`config.mk`:
```
export PLATFORM = sky130hd
export DESIGN_NAME = secuenciador_escritura_rtc
export DESIGN_NICKNAME = d
export VERILOG_FILES = /design/src/rtl/rtc_seq_pkg.sv /design/src/rtl/ventana_pulso.sv /design/src/rtl/secuenciador_escritura_rtc.sv
export SDC_FILE = /design/constraint.sdc
export NUM_CORES = 1
export LEC_CHECK = 0
export ABC_AREA = 1
export ABC_CLOCK_PERIOD_IN_PS = 2840
export CAP_MARGIN = 20
export CORE_UTILIZATION = 48
export DETAILED_ROUTE_END_ITERATION = 16
export GPL_TIMING_DRIVEN = 0
export PLACE_DENSITY = 0.79
export SLEW_MARGIN = 20
export SYNTH_ARGS = -nofsm -noshare
export SYNTH_HDL_FRONTEND = slang
export SYNTH_SLANG_ARGS = --single-unit
```
`constraint.sdc`:
```
create_clock -name clk -period 2.84 [get_ports clk]
set_input_delay 0.71 -clock clk [delete_from_list [all_inputs] [get_ports clk]]
set_output_delay 0.71 -clock clk [all_outputs]
set_load 0.02 [all_outputs]
```
`src/rtl/rtc_seq_pkg.sv`:
```
// Shared definitions for the RTC register-write sequencer: FSM state
// encoding, counter width and the strobe timing points (in counter ticks).
package rtc_seq_pkg;

  localparam int CNT_W = 9;

  typedef enum logic [1:0] {
    IDLE = 2'd0,
    DIR  = 2'd1,
    DATO = 2'd2,
    FIN  = 2'd3
  } estado_t;

  // Address phase
  localparam logic [CNT_W-1:0] T_CS_A_ON  = 9'd10;
  localparam logic [CNT_W-1:0] T_WR_A_ON  = 9'd20;
  localparam logic [CNT_W-1:0] T_WR_A_OFF = 9'd110;
  localparam logic [CNT_W-1:0] T_CS_A_OFF = 9'd120;
  // Data phase
  localparam logic [CNT_W-1:0] T_DATA     = 9'd150;
  localparam logic [CNT_W-1:0] T_CS_D_ON  = 9'd160;
  localparam logic [CNT_W-1:0] T_WR_D_ON  = 9'd170;
  localparam logic [CNT_W-1:0] T_WR_D_OFF = 9'd260;
  localparam logic [CNT_W-1:0] T_CS_D_OFF = 9'd270;
  // End of transfer; the downstream counter tops out just above this
  localparam logic [CNT_W-1:0] T_END      = 9'd290;

  // Half-open strobe window [on, off) in counter ticks
  typedef struct packed {
    logic [CNT_W-1:0] on;
    logic [CNT_W-1:0] off;
  } ventana_t;

  function automatic ventana_t ventana_cs(input logic fase_dato);
    ventana_t v;
    v.on  = fase_dato ? T_CS_D_ON  : T_CS_A_ON;
    v.off = fase_dato ? T_CS_D_OFF : T_CS_A_OFF;
    return v;
  endfunction

  function automatic ventana_t ventana_wr(input logic fase_dato);
    ventana_t v;
    v.on  = fase_dato ? T_WR_D_ON  : T_WR_A_ON;
    v.off = fase_dato ? T_WR_D_OFF : T_WR_A_OFF;
    return v;
  endfunction

endpackage

```
`src/rtl/ventana_pulso.sv`:
```
// Registered window comparator: drives an active-low strobe that is low
// one cycle after cuenta enters [t_on, t_off) while activo is high.
module ventana_pulso
  import rtc_seq_pkg::*;
(
  input  logic       clk,
  input  logic       reset,
  input  logic       activo,
  input  logic [8:0] cuenta,
  input  logic [8:0] t_on,
  input  logic [8:0] t_off,
  output logic       pulso_n
);

  // Strobe register: low only while the count sits inside the window
  always_ff @(posedge clk) begin
    // NOTE: state is updated with <= so every flop samples pre-edge values.
    if (reset) begin
      pulso_n <= 1'b1;
    end else begin
      pulso_n <= !(activo && (cuenta >= t_on) && (cuenta < t_off));
    end
  end

endmodule

```
`src/rtl/secuenciador_escritura_rtc.sv`:
```
// Control FSM for one RTC register transfer over a multiplexed A/D bus.
// Enables the downstream cycle counter, decodes its count into cs_n/wr_n
// strobes for an address phase followed by a data phase, and reports
// ocupado plus a one-cycle listo pulse.
// Optional build macro RTC_LECTURA_EN adds read transfers (leer, rd_n,
// bus_in, dato_leido); without it the block is write-only.
module secuenciador_escritura_rtc
  import rtc_seq_pkg::*;
(
  input  logic       clk,
  input  logic       reset,
  input  logic       inicio,
  input  logic [7:0] dir_in,
  input  logic [7:0] dato_in,
  input  logic [8:0] cuenta,
  output logic       en_cuenta,
  output logic       cs_n,
  output logic       wr_n,
  output logic       a_d,
  output logic [7:0] bus_out,
  output logic       bus_oe,
  output logic       ocupado,
  output logic       listo
`ifdef RTC_LECTURA_EN
  ,
  input  logic       leer,
  output logic       rd_n,
  input  logic [7:0] bus_in,
  output logic [7:0] dato_leido
`endif
);

  estado_t    estado_q, estado_d;
  logic [7:0] dir_q, dir_d;
  logic [7:0] dato_q, dato_d;
  logic       lectura_d;
  logic       fase_activa, fase_dato;
  ventana_t   v_cs, v_wr;
  logic       wr_win_n;

`ifdef RTC_LECTURA_EN
  logic lectura_q;
  logic es_rd_q;
  logic rd_n_q;
`endif

  // State register and operands latched at the accepted inicio
  always_ff @(posedge clk) begin
    // NOTE: operand registers are reset too, so bus_out never shows stale data after reset.
    if (reset) begin
      estado_q <= IDLE;
      dir_q    <= 8'h00;
      dato_q   <= 8'h00;
    end else begin
      estado_q <= estado_d;
      dir_q    <= dir_d;
      dato_q   <= dato_d;
    end
  end

  // Next-state logic; operands load only when a transfer is accepted
  always_comb begin
    // NOTE: every signal gets a default first so no path infers a latch.
    estado_d = estado_q;
    dir_d    = dir_q;
    dato_d   = dato_q;
`ifdef RTC_LECTURA_EN
    lectura_d = lectura_q;
`else
    lectura_d = 1'b0;
`endif
    case (estado_q)
      IDLE: begin
        if (inicio) begin
          estado_d = DIR;
          dir_d    = dir_in;
          dato_d   = dato_in;
`ifdef RTC_LECTURA_EN
          lectura_d = leer;
`endif
        end
      end
      DIR:     if (cuenta >= T_DATA) estado_d = DATO;
      // >= rather than == so a saturated or skipping counter still ends the phase
      DATO:    if (cuenta >= T_END)  estado_d = FIN;
      FIN:     estado_d = IDLE;
      default: estado_d = IDLE;
    endcase
  end

  // Output registers loaded from the next state, so they switch with the FSM
  always_ff @(posedge clk) begin
    if (reset) begin
      en_cuenta <= 1'b0;
      a_d       <= 1'b0;
      bus_out   <= 8'h00;
      bus_oe    <= 1'b0;
      ocupado   <= 1'b0;
      listo     <= 1'b0;
    end else begin
      en_cuenta <= (estado_d == DIR) || (estado_d == DATO);
      a_d       <= (estado_d == DATO);
      bus_out   <= (estado_d == DIR)  ? dir_d  :
                   (estado_d == DATO) ? dato_d : 8'h00;
      bus_oe    <= (estado_d == DIR) || ((estado_d == DATO) && !lectura_d);
      ocupado   <= (estado_d != IDLE);
      listo     <= (estado_d == FIN);
    end
  end

  // Phase selects which set of window limits the comparators use
  assign fase_activa = (estado_q == DIR) || (estado_q == DATO);
  assign fase_dato   = (estado_q == DATO);
  assign v_cs        = ventana_cs(fase_dato);
  assign v_wr        = ventana_wr(fase_dato);

  ventana_pulso u_ventana_cs (
    .clk     (clk),
    .reset   (reset),
    .activo  (fase_activa),
    .cuenta  (cuenta),
    .t_on    (v_cs.on),
    .t_off   (v_cs.off),
    .pulso_n (cs_n)
  );

  ventana_pulso u_ventana_wr (
    .clk     (clk),
    .reset   (reset),
    .activo  (fase_activa),
    .cuenta  (cuenta),
    .t_on    (v_wr.on),
    .t_off   (v_wr.off),
    .pulso_n (wr_win_n)
  );

`ifdef RTC_LECTURA_EN
  // Read bookkeeping: steer the shared strobe to rd_n during a read data
  // phase and capture the bus as rd_n returns high
  always_ff @(posedge clk) begin
    if (reset) begin
      lectura_q  <= 1'b0;
      es_rd_q    <= 1'b0;
      rd_n_q     <= 1'b1;
      dato_leido <= 8'h00;
    end else begin
      lectura_q <= lectura_d;
      // Registered on the same edge as the strobe so the steering lines up with it
      es_rd_q   <= fase_dato && lectura_q;
      rd_n_q    <= rd_n;
      if (rd_n && !rd_n_q) dato_leido <= bus_in;
    end
  end

  assign wr_n = wr_win_n | es_rd_q;
  assign rd_n = wr_win_n | ~es_rd_q;
`else
  assign wr_n = wr_win_n;
`endif

endmodule

```
# Word-level counts from Yosys, hierarchy flattened
# Index checks and enable logic that the tools add are counted.
[word_totals] wordCells=46 out_inout_bits=15 ff_bits=32 in_bits=28
[classes] muxes=14 n_lt_le_gt_ge=6 reduce_logical=10 n_eq_ne=6
[op_table] op="8-bit 2-to-1 mux" n=8
[op_table] op="9-bit by 8-bit >= comparator with 1-bit output" n=2
[op_table] op="9-bit less-than comparator" n=2
[op_table] op="9-bit 2-to-1 mux" n=2
[op_table] op="9-bit by 8-bit >= comparator with 1-bit output (second input constant)" n=1
[op_table] op="9-bit >= comparator (second input constant)" n=1
[op_table] op="2-bit == test (second input constant)" n=4
[op_table] op="2-bit case mux with 4 select lines" n=1
[op_table] op="2-bit 2-to-1 mux" n=3
[op_table] op="2-bit by 1-bit == test with 1-bit output (second input constant)" n=2
[op_table] op="1-bit logical AND" n=4
[op_table] op="1-bit zero test" n=2
[op_table] op="2-bit zero test" n=1
[op_table] op="1-bit logical OR" n=2
[op_table] op="2-bit nonzero test" n=1

# Longest topological paths before layout
# Gate-level depths: netlist of the first run.
[logic_depth] word_depth=6 depth_mapped=13 ltp_nobuf=13

# Modules after synthesis
# Synthesis of the first run repeated with hierarchy kept, for this count alone.
[unflattened] hier_cells=326 area_unflattened_um2=2344.7
[modules_own_cells] module="secuenciador_escritura_rtc" cells_per_inst=154 instances=1 area_per_inst_um2=1323.8 seq_area_each_um2=600.6
[modules_own_cells] module="ventana_pulso" cells_per_inst=86 instances=2 area_per_inst_um2=510.5 seq_area_each_um2=20.0

# Worst setup path after synthesis of the first run
# OpenSTA, ideal clock, no wires.
[synth_timing] kind="input -> register" startpoint="in cuenta[6]" endpoint="reg bus_out[0]" arrival_ns=2.094 setup_ns=0.117 stages=11 setup_slack_ns=0.629 t_required_ns=2.723 n_path_buf=1 cell_sequence="inv_1 -> nand2_1 -> a21oi_1 -> nand3_1 -> nand3_1 -> nand2_1 -> inv_1 -> ha_1 -> buf_1 -> nor2_1 -> a22o_1"
[synth_via] elab_chain_cells=6 elab_cells_between_ends=9 cone_classes="order compare: 2; eq/ne: 2; mux: 5"
[synth_rtl] item="from (decl)" line_no="secuenciador_escritura_rtc.sv:15" rtl="input logic [8:0] cuenta,"
[synth_rtl] item="9-bit >= comparator or 9-bit by 8-bit >= comparator with 1-bit output (tied branches)" line_no="secuenciador_escritura_rtc.sv:85, secuenciador_escritura_rtc.sv:83"
[synth_rtl] item="2-bit 2-to-1 mux (on tied branches)" line_no="secuenciador_escritura_rtc.sv:85, secuenciador_escritura_rtc.sv:83"
[synth_rtl] item="2-bit case mux with 4 select lines (*)" line_no="secuenciador_escritura_rtc.sv:72" rtl="case (estado_q)"
[synth_rtl] item="via estado_d[0]" line_no="secuenciador_escritura_rtc.sv:33" rtl="estado_t estado_q, estado_d;"
[synth_rtl] item="2-bit == test" line_no="secuenciador_escritura_rtc.sv:104" rtl="(estado_d == DATO) ? dato_d : 8'h00;"
[synth_rtl] item="8-bit 2-to-1 mux" line_no="secuenciador_escritura_rtc.sv:104"
[synth_rtl] item="8-bit 2-to-1 mux (*)" line_no="secuenciador_escritura_rtc.sv:103" rtl="bus_out <= (estado_d == DIR) ? dir_d :"
[synth_rtl] item="to (signal assigned)" line_no="secuenciador_escritura_rtc.sv:103"
[synth_rtl] item="to (decl)" line_no="secuenciador_escritura_rtc.sv:20" rtl="output logic [7:0] bus_out,"
# The timed path passes the listed nets; every way through them passes the cells marked *.
# A chain may end at the register's enable or synchronous reset.

# Worst setup path in the final report of the first run
[layout_timing] startpoint="in cuenta[6]" endpoint="reg bus_out[6]"
# The elaborated chain is that of the path after synthesis.

==> results of run 1 <==
-- final cells by class --
| class | count | share of cell area, % |
|---|---|---|
| flip-flops and latches | 32 | 29.1 |
| inverters | 21 | 3.81 |
| multi-input cells | 147 | 41.1 |
| repair buffers | 42 | 19.1 |
| clock buffers | 6 | 1.88 |
| plain buffers | 5 | 2.22 |
| well taps | 46 | 2.61 |
| clock inverters | 1 | 0.227 |
-- routing by layer --
metal,global-route usage (%),routed length [um],vias to the layer above
li1,-,-,765
met1,23.5,1440,665
met2,33.9,1620,32
met3,5.67,146,4
met4,4.87,29,0
met5,0,0,-
-- worst reg2reg max path, cell delays in order, from the launching register on --
cell	delay, ns
dfxtp_1	0.35
inv_1	0.14
ha_1	0.38
nand2_1	0.09
nand3_1	0.07
nand2_1	0.10
inv_1	0.10
ha_1	0.43
nor2_4	0.14
a22o_1	0.25
-- state kept, by name, indices dropped and copies added (netlist names) --
| register | cells |
|---|---|
| a_d | 1 |
| bus_oe | 1 |
| bus_out | 8 |
| dato_q | 8 |
| dir_q | 8 |
| estado_q | 2 |
| listo | 1 |
| ocupado | 1 |
| u_ventana_cs.pulso_n | 1 |
| u_ventana_wr.pulso_n | 1 |
-- cells in the final DEF, fill, tap and decap left out, types with 2 or more instances in the layout --
cell type        count
nor3_2              10
ha_1                20
inv_1               20
nand3_1              8
o21ai_0              5
a22o_1               8
nor2_1              50
nor2_2               4
a21oi_1              5
nor3_1               9
buf_2                2
clkbuf_4             5
clkdlybuf4s50_1     42
nand4_1              2
dfxtp_1             32
nand2_1             21
-- cell families (layout without fill, tap and decap cells) --
kind of cell | after synthesis | after routing | share of synthesized area (%)
AND/OR/NAND/NOR | 106 | 106 | 30.1
AO/OA/AOI/OAI | 21 | 21 | 8.52
buffers and inverters | 27 | 75 | 8.15
flip-flops | 32 | 32 | 38.3
adder cells (fa/ha/maj) | 20 | 20 | 14.9
-- worst paths after layout --
| kind | endpoint | slack, ns | cells after the start |
|---|---|---|---|
| max | bus_out[6] | 0.31 | 11 |
| min | dato_q[4] | 0.50 | 2 |
| max reg2reg | bus_out[6] | 0.68 | 9 |
| min reg2reg | dato_q[4] | 0.50 | 2 |
-- power groups by stage --
stage	clock, W	sequential (W)	combinational (W)
2_1_floorplan	0	0.000749	0.000660
3_3_place_gp	0	0.000652	0.00108
3_5_place_dp	0	0.000657	0.00111
4_1_cts	0.000247	0.000647	0.00112
5_1_grt	0.000264	0.000663	0.00126
6_report	0.000236	0.000645	0.00112
-- through the flow --
stage	hold slack, ns	cell area, sq um	util, %	TNS [ns]
global route	0.527	2200	66.0	0
finish	0.496	2200	66.0	0
detailed placement	0.484	2150	64.5	-3.53
global placement	0.476	2150	64.5	-3.57
floorplan	0.468	1670	-	0
CTS	0.500	2200	66.0	0
==> summary.md, run 1 <==
| Metric | Value |
|---|---|
| Status | complete, no violations |
| Critical-path top delay cell | clkdlybuf4s50_1 |
| First-pass GRT wire length | 5.35 mm |
| Hpwl dp | 2.46 mm |
| GR Overflow Total | 0 |
| Prevailing post-synth register cell | dfxtp_1 |
| Starting DRT DRC Count | 41 |
| Psw | 0.000830 W |
| Vias in the first global route | 1,265 |
| # rows | 21 |
| Dpl ws | -0.448 ns |
| Fmax | 395 MHz |
| CTS sink cnt | 32 |
| CP Class | in -> reg |
| Worst-path clk slew | 0.09 ns |
| Clock Latency Late Sink | 0.33 ns |
| Detail Route Antenna Nets | 0 |
| Die H | 61.1 um |
| DRC violations left | 0 |
| Most frequent cell after synthesis | nor2_1 |
| Static Leak | 0.981 nW |
| Boundary pin count | 43 |
| Setup violators final | 0 |
| Yosys warning count | 0 |
| R2r startpoint | estado_q[0] |
| CP top delay family | buffers and inverters |
| Diodes inserted | 0 |
| Post-CTS Setup Bufs | 0 |
| CTS root buffer | clkbuf_4 |
| Number of synthesized register bits | 32 |
| Crit-path cells | clkdlybuf4s50_1 -> inv_1 -> nand2_1 -> a21oi_1 -> nand3_1 -> nand3_1 -> nand2_1 -> inv_1 -> ha_1 -> nor2_4 -> a22o_1 |
| Hold Buf Count CTS | 0 |
| Yosys top cell area share | 38.3% |
| Worst-Margin Slew | 0.440 ns |
| Buffer levels on the longest clock path | 2 |
| Post-synth top cells | nor2_1 (51), dfxtp_1 (32), nand2_1 (21) |
| TritonCTS Buffers | 5 |
| First-pass detailed-route iteration total | 4 |
| Syn nets | 254 |
| Layout area overhead | 31.5% |
| Share of cells above drive strength 1 | 11.0% |
| Multi-input gate area | 905 sq um |
| Async SR Flop Fraction | 0% |
| Switching Share | 41.6% |
| Power per cell area | 907 nW/um^2 |
| CP max stage delay | 0.47 ns |
| Largest cells by area after synthesis | dfxtp_1 (38%), ha_1 (15%), nor2_1 (11%), nor3_2 (6.0%), nand2_1 (4.7%) |
| Cells after DPL | 294 |
| Total track usage | 19.4% |
| Post-synth EDFFs | 0 |
| Final worst path period share | 89.1% |
| Final Routed Wirelength | 3.24 mm |
| Die ar. | 3730 sq um |
| Min-Delay Startpoint | dato_q[4] |
| Total power | 0.00200 W |
| CP endpoint kind | flop |
| Yosys top cell by area | dfxtp_1 |
| Sequential cell area | 641 sq um |
| Unrepaired setup endpoints after global routing | false |
| Post-cts sizing count | 1 |
| Nets | 302 |
| Final-report hold violation count | 0 |
| H-tree depth | 2 |
| PortBufs | 42 |
| Final worst slack | 0.310 ns |
| Combinational share of power | 55.9% |
| Clock Skew | 0.0130 ns |
| Worst path required time | 3.06 ns |
| DR vias | 1,466 |
| Filler cell count | 306 |
| Final Non-Filler Cells | 300 |
| WP buf/inv | 3 |
| Total internal power | 0.00117 W |
| Starting density of the core | 50.2% |
| Avg WL per Cell | 10.8 um |
| Worst Hold Class | reg -> reg |
| Slew Viols, Final | 0 |
| Slew headroom | 70.7% |
| Crit. Startpoint | cuenta[6] |
| Period minus WS final | 2.53 ns |
| Mapped cell area | 1670 sq um |
| GP Congestion | 0.822 |
| Mapped Cells | 206 |
| Yosys cell types | 23 |
| Die Wd | 61.1 um |
| Sequential area share after synthesis | 38.3% |
| Clock network power share | 11.8% |
| Sequential power share | 32.3% |
| Largest net degree at the start of global routing | 11 |
| Critical Path Start Type | input port |
| Antenna violations before repair | 0 |
| Via-per-instance ratio | 4.89 |
| Max Fanout on Critical Path | 9 |
| CTS tree | built |
| VDD IR-drop max | 0.000568 V |
| Avg Cell Area, Syn | 8.13 sq um |
| WP data arrival | 2.75 ns |
| Max cap viols | 0 |
| Core area | 3340 sq um |
No activity file was read; power rests on OpenSTA's default activity.
==> run 2: changes to the inputs <==
- ABC_AREA: 1 -> not set
- CELL_PAD_IN_SITES_DETAIL_PLACEMENT: not set -> 0
- CELL_PAD_IN_SITES_GLOBAL_PLACEMENT: not set -> 1
- CORE_UTILIZATION: 48 -> 35
- PLACE_DENSITY: 0.79 -> not set
- PLACE_DENSITY_LB_ADDON: not set -> 0.1
==> run 2 against run 1 <==
Sequential cell count unchanged. Clock power up 50%. Sequential power shrank 8.4%. Clock-buffer cell count increased by 2. Power fell by 7.3%. Register-to-register slack lost 0.31 ns. Critical path type unchanged.
==> summary.md, run 2 <==
| Metric | Value |
|---|---|
| Layout area overhead | 36.2% |
| WP buf/inv | 3 |
| GR Overflow Total | 0 |
| Starting DRT DRC Count | 55 |
| Critical Path Start Type | input port |
| Period minus WS final | 2.75 ns |
| CP max stage delay | 0.61 ns |
| VDD IR-drop max | 0.000338 V |
| Buffer levels on the longest clock path | 2 |
| Post-CTS Setup Bufs | 0 |
| Total internal power | 0.00115 W |
| Static Leak | 0.880 nW |
| Slew Viols, Final | 0 |
| Final-report hold violation count | 0 |
| Via-per-instance ratio | 4.89 |
| Prevailing post-synth register cell | dfxtp_1 |
| Most frequent cell after synthesis | nand2_1 |
| Nets | 273 |
| GP Congestion | 0.760 |
| Final Non-Filler Cells | 278 |
| Worst-Margin Slew | 0.603 ns |
| TritonCTS Buffers | 5 |
| CP top delay family | buffers and inverters |
| Antenna violations before repair | 0 |
| Boundary pin count | 43 |
| Worst path required time | 3.01 ns |
| Clock Skew | 0.00387 ns |
| Sequential area share after synthesis | 40.1% |
| Largest cells by area after synthesis | dfxtp_1 (40%), ha_1 (16%), nand2_1 (8.5%), a21oi_2 (6.0%), a22o_1 (4.4%) |
| Total track usage | 16.0% |
| Power per cell area | 849 nW/um^2 |
| Mapped cell area | 1600 sq um |
| Psw | 0.000700 W |
| Avg Cell Area, Syn | 9.03 sq um |
| Share of cells above drive strength 1 | 12.8% |
| Sequential power share | 32.0% |
| Starting density of the core | 36.5% |
| CTS sink cnt | 32 |
| Yosys top cell area share | 40.1% |
| Mux contribution to synthesized area | 0% |
| Clock Latency Late Sink | 0.28 ns |
| Max cap viols | 0 |
| PortBufs | 42 |
| Diodes inserted | 0 |
| WP data arrival | 2.91 ns |
| First-pass GRT wire length | 6.13 mm |
| Die ar. | 4840 sq um |
| Filler cell count | 438 |
| DRC violations left | 0 |
| Worst Hold Class | reg -> reg |
| Detail Route Antenna Nets | 0 |
| Async SR Flop Fraction | 0% |
| CTS root buffer | clkbuf_8 |
| Number of synthesized register bits | 32 |
| Status | complete, no violations |
| Worst-path clk slew | 0.06 ns |
| Post-Synth XOR/XNOR Area | 0% |
| CP endpoint kind | flop |
| Max Fanout on Critical Path | 9 |
| Setup violators final | 0 |
| Final hold slack | 0.463 ns |
| Yosys cell types | 34 |
| Post-synth EDFFs | 0 |
| # rows | 24 |
| Fin util | 49.7% |
| Top flop regs | bus_out: 8 flops, dato_q: 8 flops, dir_q: 8 flops |
| Cells after DPL | 271 |
| Avg WL per Cell | 12.7 um |
| Vias in the first global route | 1,370 |
| Slew headroom | 59.8% |
| Setup TNS | 0 ns |
| Core area | 4380 sq um |
| H-tree depth | 2 |
| Syn nets | 225 |
| Switching Share | 37.8% |
| Yosys top cell by area | dfxtp_1 |
| Hpwl dp | 2.65 mm |
| Crit-path cells | clkdlybuf4s50_1 -> nor4_1 -> o2111a_1 -> a211o_1 -> inv_1 -> ha_2 -> nor2b_1 -> clkbuf_2 -> a22o_1 |
| CTS tree | built |
| Critical-path top delay cell | clkdlybuf4s50_1 |
| Combinational share of power | 48.8% |
| Commonest cells after routing, fill and taps aside | clkdlybuf4s50_1 (42), nand2_1 (36), dfxtp_1 (32), ha_1 (19) |
| Final worst path period share | 96.7% |
| Complex-gate fraction of the synthesized area | 21.9% |
| Adder-cell share of the synthesized area | 15.6% |
| Die Wd | 69.6 um |
| Final Routed Wirelength | 3.54 mm |
| Mapped Cells | 177 |
| Commonest non-fill, non-tap cell in the layout | clkdlybuf4s50_1 |
| Clock network power share | 19.2% |
| Largest family of logic cells by synthesized area | compound AO/OA/AOI/OAI gates |
| First-pass detailed-route iteration total | 4 |
| DR vias | 1,359 |
| Largest net degree at the start of global routing | 11 |
| Die H | 69.6 um |
| Yosys warning count | 0 |
| CP Class | in -> reg |
| Fmax | 364 MHz |
| Post-synth top cells | nand2_1 (36), dfxtp_1 (32), ha_1 (20) |
| Unrepaired setup endpoints after global routing | false |
| Simple-Gate Fraction of Synth Area | 16.6% |
-- run 2: kinds of logic (layout without fill, tap and decap cells) --
family / Yosys count / in the layout
compound gates: 45 / 45
flops: 32 / 32
fa+ha+maj: 20 / 20
simple gates: 62 / 62
buf+inv: 18 / 67
-- run 2: metrics by stage --
step	setup WS [ns]	total power, W	cell area (sq um)
2_1_floorplan	0.456	0.00120	1600
3_3_place_gp	-0.477	0.00148	2080
3_5_place_dp	-0.458	0.00150	2080
4_1_cts	0.00817	0.00187	2170
5_1_grt	0.00294	0.00201	2180
6_report	0.0932	0.00185	2180
-- run 2: path summary, 6_finish.rpt --
check / depth (start not counted) / end / slack [ns] / start
max: 9 / bus_out[0] / 0.09 / cuenta[2]
min: 2 / dir_q[3] / 0.46 / dir_q[3]
max reg2reg: 7 / bus_out[0] / 0.37 / estado_q[0]
min reg2reg: 2 / dir_q[3] / 0.46 / dir_q[3]
-- run 2: area by class of cell --
type | instances | area, sq um | share of cell area [%]
Multi-Input combinational cell | 127 | 872 | 40.0
Buffer | 7 | 52.6 | 2.41
Tap cell | 52 | 65.1 | 2.99
Inverter | 10 | 37.5 | 1.72
Sequential cell | 32 | 641 | 29.4
Timing Repair Buffer | 42 | 420 | 19.3
Clock buffer | 8 | 90.1 | 4.14
-- run 2: what timing repair did --
item                       4_1_cts  5_1_grt
setup endpoints to repair        8        8
resized for setup                1        4
hold buffers                     0        0
-- run 2: power by group through the flow --
stage | clock (W) | combinational [W] | sequential, W
after global placement | 0 | 0.000885 | 0.000596
after CTS | 0.000365 | 0.000908 | 0.000593
after global routing | 0.000392 | 0.00101 | 0.000603
after floorplan | 0 | 0.000533 | 0.000664
after detailed placement | 0 | 0.000894 | 0.000601
final | 0.000355 | 0.000904 | 0.000591
-- run 2: metal layers --
| metal | part of all wire (%) | vias to the layer above | global-route usage (%) |
|---|---|---|---|
| met5 | 0 | - | 0 |
| met4 | 0.48 | 0 | 5.90 |
| met3 | 4.7 | 2 | 5.38 |
| met2 | 47 | 31 | 26.0 |
| met1 | 48 | 625 | 19.6 |
| li1 | - | 701 | - |
-- run 2: worst register-to-register path: stages, from the launching register on --
cell and delay, ns:
dfxtp_1 0.36, inv_1 0.10, ha_1 0.35, o311ai_1 0.59, ha_2 0.43, nor2b_1 0.08, clkbuf_2 0.18, a22o_1 0.26
